**src/rtl/instr_fetch.sv**
```systemverilog
// Instruction fetch stage: issues program-memory reads, tracks fixed-latency responses
// and buffers them in a FIFO for the decoder. Optional IFETCH_STALL_COUNT_EN adds stall_count.
module instr_fetch #(
    parameter int          MEM_LATENCY = 2,
    parameter int          DATA_W      = 16,
    parameter int          FIFO_DEPTH  = 4,
    parameter logic [15:0] LAST_ADDR   = 16'hBFFF
) (
    input  logic              clock,
    input  logic              reset,
    input  logic [15:0]       pc_index,
    output logic              pc_enable,
    output logic              pc_inc_or_set,
    output logic [15:0]       pc_new_value,
    output logic              mem_rd,
    output logic [15:0]       mem_addr,
    input  logic [DATA_W-1:0] mem_rdata,
    input  logic              redirect,
    input  logic [15:0]       redirect_addr,
    output logic              instr_valid,
    input  logic              instr_ready,
    output logic [DATA_W-1:0] instr_data,
    output logic [15:0]       instr_addr
`ifdef IFETCH_STALL_COUNT_EN
    ,
    output logic [15:0]       stall_count
`endif
);

    localparam int PTR_W = $clog2(FIFO_DEPTH);
    localparam int CNT_W = $clog2(FIFO_DEPTH + 1);

    logic [MEM_LATENCY-1:0]             vld_q, vld_d;
    logic [MEM_LATENCY-1:0][15:0]       pipe_addr_q, pipe_addr_d;
    logic [FIFO_DEPTH-1:0][DATA_W-1:0]  fifo_data_q, fifo_data_d;
    logic [FIFO_DEPTH-1:0][15:0]        fifo_addr_q, fifo_addr_d;
    logic [PTR_W-1:0]                   wr_ptr_q, wr_ptr_d;
    logic [PTR_W-1:0]                   rd_ptr_q, rd_ptr_d;
    logic [CNT_W-1:0]                   cnt_q, cnt_d;
    logic                               done_q, done_d;

    logic       redir;
    logic       credit_ok;
    logic       issue;
    logic       push;
    logic       pop;
    logic [7:0] occ;

    // Outputs are forced low while reset is held, since the issue logic would otherwise
    // see an empty pipeline and strobe mem_rd.
    always_comb begin
        occ = 8'(cnt_q);
        for (int i = 0; i < MEM_LATENCY; i++) occ = occ + 8'(vld_q[i]);
        credit_ok = occ < 8'(FIFO_DEPTH);
        redir     = reset & redirect;
        issue     = reset & ~redirect & ~done_q & credit_ok;
        push      = vld_q[MEM_LATENCY-1] & ~redir;
        pop       = instr_valid & instr_ready;
    end

    assign mem_rd        = issue;
    assign mem_addr      = issue ? pc_index : 16'h0000;
    assign pc_enable     = issue | redir;
    assign pc_inc_or_set = redir;
    assign pc_new_value  = redir ? redirect_addr : 16'h0000;
    assign instr_valid   = cnt_q != '0;
    assign instr_data    = fifo_data_q[rd_ptr_q];
    assign instr_addr    = fifo_addr_q[rd_ptr_q];

    always_comb begin
        vld_d          = vld_q;
        pipe_addr_d    = pipe_addr_q;
        vld_d[0]       = issue;
        pipe_addr_d[0] = pc_index;
        for (int i = 1; i < MEM_LATENCY; i++) begin
            vld_d[i]       = vld_q[i-1];
            pipe_addr_d[i] = pipe_addr_q[i-1];
        end
        if (redir) vld_d = '0;
    end

    always_comb begin
        fifo_data_d = fifo_data_q;
        fifo_addr_d = fifo_addr_q;
        wr_ptr_d    = wr_ptr_q;
        rd_ptr_d    = rd_ptr_q;
        cnt_d       = cnt_q;
        if (push) begin
            fifo_data_d[wr_ptr_q] = mem_rdata;
            fifo_addr_d[wr_ptr_q] = pipe_addr_q[MEM_LATENCY-1];
            wr_ptr_d              = wr_ptr_q + PTR_W'(1);
        end
        if (pop) rd_ptr_d = rd_ptr_q + PTR_W'(1);
        case ({push, pop})
            2'b10:   cnt_d = cnt_q + CNT_W'(1);
            2'b01:   cnt_d = cnt_q - CNT_W'(1);
            default: cnt_d = cnt_q;
        endcase
        // A same-cycle pop still completes; everything left behind is stale.
        if (redir) begin
            wr_ptr_d = '0;
            rd_ptr_d = '0;
            cnt_d    = '0;
        end
    end

    always_comb begin
        done_d = done_q;
        if (redir) done_d = 1'b0;
        else if (issue && pc_index == LAST_ADDR) done_d = 1'b1;
    end

    always_ff @(posedge clock or negedge reset) begin
        if (!reset) begin
            vld_q       <= '0;
            pipe_addr_q <= '0;
            fifo_data_q <= '0;
            fifo_addr_q <= '0;
            wr_ptr_q    <= '0;
            rd_ptr_q    <= '0;
            cnt_q       <= '0;
            done_q      <= 1'b0;
        end else begin
            vld_q       <= vld_d;
            pipe_addr_q <= pipe_addr_d;
            fifo_data_q <= fifo_data_d;
            fifo_addr_q <= fifo_addr_d;
            wr_ptr_q    <= wr_ptr_d;
            rd_ptr_q    <= rd_ptr_d;
            cnt_q       <= cnt_d;
            done_q      <= done_d;
        end
    end

`ifdef IFETCH_STALL_COUNT_EN
    logic [15:0] stall_q, stall_d;

    // Only credit starvation counts; done and redirect are intentional idles.
    always_comb begin
        stall_d = stall_q;
        if (reset && !redirect && !done_q && !credit_ok && stall_q != 16'hFFFF)
            stall_d = stall_q + 16'h0001;
    end

    always_ff @(posedge clock or negedge reset) begin
        if (!reset) stall_q <= 16'h0000;
        else        stall_q <= stall_d;
    end

    assign stall_count = stall_q;
`endif

endmodule

```
**config.mk**
```make
export PLATFORM = sky130hd
export DESIGN_NAME = instr_fetch
export DESIGN_NICKNAME = d
export VERILOG_FILES = /design/src/rtl/instr_fetch.sv
export SDC_FILE = /design/constraint.sdc
export NUM_CORES = 1
export LEC_CHECK = 0
export BUFFER_PORTS_ARGS = -buffer_cell sky130_fd_sc_hd__buf_2
export CAP_MARGIN = 5
export CORE_ASPECT_RATIO = 1.1
export CORE_UTILIZATION = 35
export CTS_CLUSTER_SIZE = 8
export DETAILED_ROUTE_END_ITERATION = 7
export PLACE_DENSITY = 0.58
export SETUP_SLACK_MARGIN = 0.2
export SYNTH_ARGS = -nofsm -noshare
export SYNTH_HDL_FRONTEND = slang
export SYNTH_SLANG_ARGS = --single-unit
export TNS_END_PERCENT = 100
```
**constraint.sdc**
```tcl
create_clock -name clock -period 1.8 [get_ports clock]
set_input_delay 0.18 -clock clock [delete_from_list [all_inputs] [get_ports clock]]
set_output_delay 0.18 -clock clock [all_outputs]
set_load 0.01 [all_outputs]
```
=== After elaboration in Yosys (flattened, before gate mapping) ===
Cells that the tools add are included.

* Register bits: 170
* Latch bits: 0
* Memory bits (writable): 0
* Bits in read-only memories: 0
* Bits of input ports: 52
* Output and inout bits: 68
* Word-level logic and storage cells: 64
* Memories: 0

* Add/sub/neg operators: 6
* Multipliers: 0
* Div/mod/pow operators: 0
* Order comparisons: 4
* Eq/ne operators: 3
* Shift-type cells: 0
* Muxes and demuxes: 19
* Bitwise operators: 10
* Reduce and logical (&&, ||, !) cells: 7

{| class="wikitable"
|+ Operators by type and width
! operator !! count
|-
| $bwmux W64 || 2
|-
| $mux W16 || 5
|-
| $bmux W16 S2 || 2
|-
| $demux W16 S2 || 1
|-
| $eq A16 B16 Y1 const B || 1
|-
| $mux W2 || 5
|-
| $and A1 B1 Y1 || 6
|-
| $lt A2 B3 Y1 const B || 2
|-
| $pmux W3 S2 || 1
|-
| $reduce_bool A2 Y1 || 3
|-
| $reduce_bool A3 Y1 || 2
|-
| $add A4 B1 Y5 || 1
|-
| $lt A5 B3 Y1 const B || 1
|-
| $add A2 B1 Y2 const B || 2
|-
| $add A3 B1 Y4 || 1
|-
| $add A3 B1 Y3 const B || 1
|-
| $mux W3 || 1
|-
| $not A1 Y1 || 3
|-
| $sub A3 B1 Y3 const B || 1
|-
| $eq A2 B1 Y1 const B || 1
|-
| $eq A2 B2 Y1 const B || 1
|-
| $ge A2 B1 Y1 const B || 1
|-
| $logic_and A1 B1 Y1 || 2
|-
| $mux W1 || 2
|-
| $or A1 B1 Y1 || 1
|}

=== Longest topological paths before layout ===
* Depth in word-level cells: 7
* Depth in mapped cells: 7

=== Worst setup path before layout ===
No wires, ideal clock.

* Path kind: register to register
* From: register cnt_q[1]
* To: register cnt_q[2]
* Library setup time: 0.065 ns
* Arrival time: 1.781 ns
* Path slack: -0.046 ns
* Stages on the path, launching flop included: 7
* Clock period less this slack: 1.846 ns
* Cells stage by stage: dfrtp_1 o31ai_4 a21oi_1 fa_1 and3b_1 o21ai_0 o211a_1

* Word-level cells in the longest chain between the ends: 5
* Elaborated cells between the ends (all ways): 9
* Classes of those cells: add/sub (2); eq/ne (2); mux (2); bitwise (1); reduce/logical (2)

{| class="wikitable"
|+ RTL lines
! element !! line !! RTL
|-
| start: declaration || 39 || <nowiki>logic [CNT_W-1:0] cnt_q, cnt_d;</nowiki>
|-
| start signal: assignment || 130 || <nowiki>cnt_q <= cnt_d;</nowiki>
|-
| $reduce_bool A3 Y1 || 66 || <nowiki>assign instr_valid = cnt_q != '0;</nowiki>
|-
| $and A1 B1 Y1 || 58 || <nowiki>pop = instr_valid & instr_ready;</nowiki>
|-
| $eq A2 B1 Y1 / $eq A2 B2 Y1 (equally long branches) || 94 || <nowiki>case ({push, pop})</nowiki>
|-
| $pmux W3 S2 || 94 ||
|-
| $mux W3 || 100 || <nowiki>if (redir) begin</nowiki>
|}

Several ways; a longest one is shown, not always the timed one.
A chain may end at the register's enable or synchronous reset.

=== Worst setup path in the final report ===
* From: register cnt_q[2]
* To: output port mem_addr[4]

* Word-level cells in the longest chain between the ends: 5

{| class="wikitable"
|+ RTL lines
! element !! line !! RTL
|-
| $add A3 B1 Y4 || 53 || <nowiki>for (int i = 0; i < MEM_LATENCY; i++) occ = occ + 8'(vld_q[i]);</nowiki>
|-
| $add A4 B1 Y5 || 53 ||
|-
| $lt A5 B3 Y1 || 54 || <nowiki>credit_ok = occ < 8'(FIFO_DEPTH);</nowiki>
|-
| $and A1 B1 Y1 || 56 || <nowiki>issue = reset & ~redirect & ~done_q & credit_ok;</nowiki>
|-
| $mux W16 || 62 || <nowiki>assign mem_addr = issue ? pc_index : 16'h0000;</nowiki>
|-
| end: declaration || 16 || <nowiki>output logic [15:0] mem_addr,</nowiki>
|}

No other way between the ends.

==> summary.txt <==
Power and ir drop
  – Pleak: 0.00454 uW
  – VDD IR max: 0.779 mV
  – Total power: about 16000 uW
  – Power density cells: 1640 nW/um^2

Synth
  – Fraction of registers with async set/reset: 100%
  – EDFF count, synth: 0
  – Netlist cell types: 37
  – Cell count after synthesis: 440
  – Synthesis-stage register bit count: 170
  – Seq/Total Area, Yosys: about three fifths
  – Post-synthesis cell area: 7190 um^2
  – Top post-synthesis cells by area: dfrtp_1, mux2_2, mux4_2
  – Most used flip-flop cell after synthesis: dfrtp_1
  – Top-area cell type share of the netlist area: between 50% and 60%
  – Synth area leader: dfrtp_1
  – Synth Warn #: 0
  – Synthesized area per cell: 16.3 um^2
  – Synth Net Count: roughly 500

Clock network
  – CTS tree: done
  – Clock latency on the worst-skew pair: about 0.42 ns
  – H-tree Lvls: 4
  – Clock transition at the registers of the reported paths: 0.07 ns
  – Clock Path Buffers: 2
  – CTS Sinks: 170
  – CTS root buf: clkbuf_16
  – Num CTS Buffers: 17

Routing
  – Post-route ant nets: 0
  – Drt drc: 4
  – DRT Pass-1 Iters: 8
  – Via density: 4.93
  – First DRT Iteration DRCs: 150
  – Via Count: ~4.3k
  – Drt total wl: around 16000 um
  – Average wire per standard cell: roughly 18 um

Timing
  – Final setup violation count: 50
  – Relative slew slack: between 40% and 50%
  – Clock Skews: ~0.0082 ns
  – Least-Margin Pin Slew: ~0.78 ns
  – Max Transition Viols Final: 0
  – RSZ-0062 raised after global routing: yes
  – Min setup slack post-route: -0.330 ns
  – Fin crit period: ~2.1 ns
  – Hold Slack: ~0.027 ns
  – Hold Fails Final Rpt: 0
  – Max Freq: ~470 MHz
  – Tcrit/Tclk final: 118%

Die
  – Num ports: 120
  – Die Height: between 150 and 200 um
  – Row count: 54
  – Die Wd: approximately 140 um
  – Die footprint: between 20000 and 25000 um^2
  – CORE AREA: ~20000 um^2
  – Initial core utilization: 35.9%

Global routing
  – Met3 usage: around 3.5%
  – Antenna violations before repair: 0
  – GR Overflow Total: 0
  – Largest net degree at the start of global routing: 65
  – Grt met2 use: between 20% and 30%
  – Gr busiest metal: met2
  – First-pass GRT wire length: 25800 um
  – Met1 Use GR: around a fifth
  – GRT Total Usage: 16.1%
  – Vias in the first global route: ~4.8k

Worst setup path
  – Worst path slowest cell: or4b_4
  – Crit path launch type: flip-flop
  – Required @ worst endpoint: roughly 1.6 ns
  – Crit path kind: reg2out
  – Worst setup EP type: output port
  – Critical path buffers and inverters: 2
  – WP data arrival: ~2.0 ns
  – Slowest stage delay, CP: 0.55 ns
  – CP top delay family: simple AND/OR/NAND/NOR gates
  – Worst path cell trace: or4b_4, a21oi_4, buf_12, and2_2, buf_6
  – CP Max Fanout: 19

Placement
  – RD Place Congestion: ~0.68
  – Placed inst area: just over 8000 um^2
  – PortBufs: 119
  – HPWL Detailed: 9910 um

Cells and area
  – Fraction of layout cells with a size suffix above 1: between 60% and 70%
  – Final nets: ~660
  – Synth-to-layout area growth: 33.2%
  – Fin area: 9580 um^2
  – Ant diodes: 0
  – Fin util: 47.9%

Min path
  – Hold WC Path Type: in2async

Outcome
  – Violated checks: DRC, setup timing
  – Status: finished, violations left

Job
  – Max-Cap Viols: 0
## Yosys cell counts (2+ instances only)
cell type,number
buf_2,12
nor2_1,6
nand3_1,5
and3_2,6
mux4_2,32
nand2_1,5
mux2_2,128
xor2_1,3
mux2i_1,4
buf_4,6
and2_2,16
ha_1,5
inv_1,3
nand4_1,2
clkbuf_1,6
dfrtp_1,170
a21oi_1,2
and3_1,10
## what timing repair did
item | CTS | global route
pin swaps | 3 | 0
resized for setup | 47 | 12
hold endpoints to repair | 63 | 0
endpoints found under the setup margin | 53 | 127
setup buffers | 7 | 2
hold buffers | 17 | 0
cloned | 4 | 0
## area by class of cell
type	instances	area [um^2]
clock buffers	17	425
inverters	3	11.3
clock inverters	15	183
fillers	1723	10400
repair buffers	172	1560
well taps	252	315
flip-flops and latches	170	4260
multi-input cells	242	2820
## through the flow
step	worst slack (ns)	setup TNS (ns)	instances
floorplan	0.0557	0	440
global placement	0.0485	0	809
detailed placement	0.0253	0	809
CTS	-0.361	-14.40	869
global route	-0.393	-14.18	871
finish	-0.330	-11.41	871
## flip-flops by register name, indices dropped and copies added (netlist names)
name	flops
cnt_q	3
fifo_data_q	64
rd_ptr_q	2
fifo_addr_q	64
pipe_addr_q	16
vld_q	2
done_q	1
wr_ptr_q	2
pipe_addr_d	16
## layer usage
layer	vias up	share of wire, %
met3	18	2.6
li1	1954	-
met5	-	0
met4	0	1.7
met2	74	52
met1	2244	44
## cell usage in the layout (no fill, tap or decap), types with 5 or more instances in the layout
cell / instances
and2_2: 6
and2_4: 10
and3_1: 10
and3_2: 6
buf_12: 10
buf_2: 72
buf_4: 16
buf_6: 52
clkbuf_16: 17
dfrtp_1: 166
dlygate4sd3_1: 17
ha_1: 5
mux2_2: 128
mux4_2: 32
nand2_1: 5
nor2_1: 6
## cell families after synthesis
group           count (synthesis)  synth area share (%)
mux                           164                  30.6
fa+ha+maj                       6                  1.15
simple gates                   58                  5.13
buf+inv                        28                  2.09
flops                         170                  59.2
compound gates                 10                  1.34
xor+xnor                        4                 0.487
## worst paths after layout
kind | start | end | slack (ns) | cells after the start
setup / recovery | cnt_q[2] | mem_addr[4] | -0.33 | 5
hold / removal | reset | fifo_data_q[3] | 0.03 | 2
setup reg to reg | cnt_q[0] | cnt_q[2] | 0.07 | 7
hold reg to reg | pipe_addr_d[30] | pipe_addr_q[30] | 0.35 | 0
max in group asynchronous | reset | rd_ptr_q[1] | 0.44 | 4
min in group clock | mem_rdata[11] | fifo_data_q[59] | 0.03 | 2
## power breakdown
part	leakage (uW)	internal, uW	switching [uW]
Combinational	0.00211	3870	2300
Clock	0.000299	2110	1620
Sequential	0.00214	5140	658
Total	0.00454	11100	4590
## worst register-to-register path, stage by stage (launching register included)
cell     delay, ns
dfrtp_2       0.42
buf_6         0.14
o31ai_4       0.24
a21oi_2       0.06
fa_2          0.37
and3b_1       0.17
o21ai_1       0.12
o211a_1       0.15
Note: power is estimated with default switching activity, not from simulation.
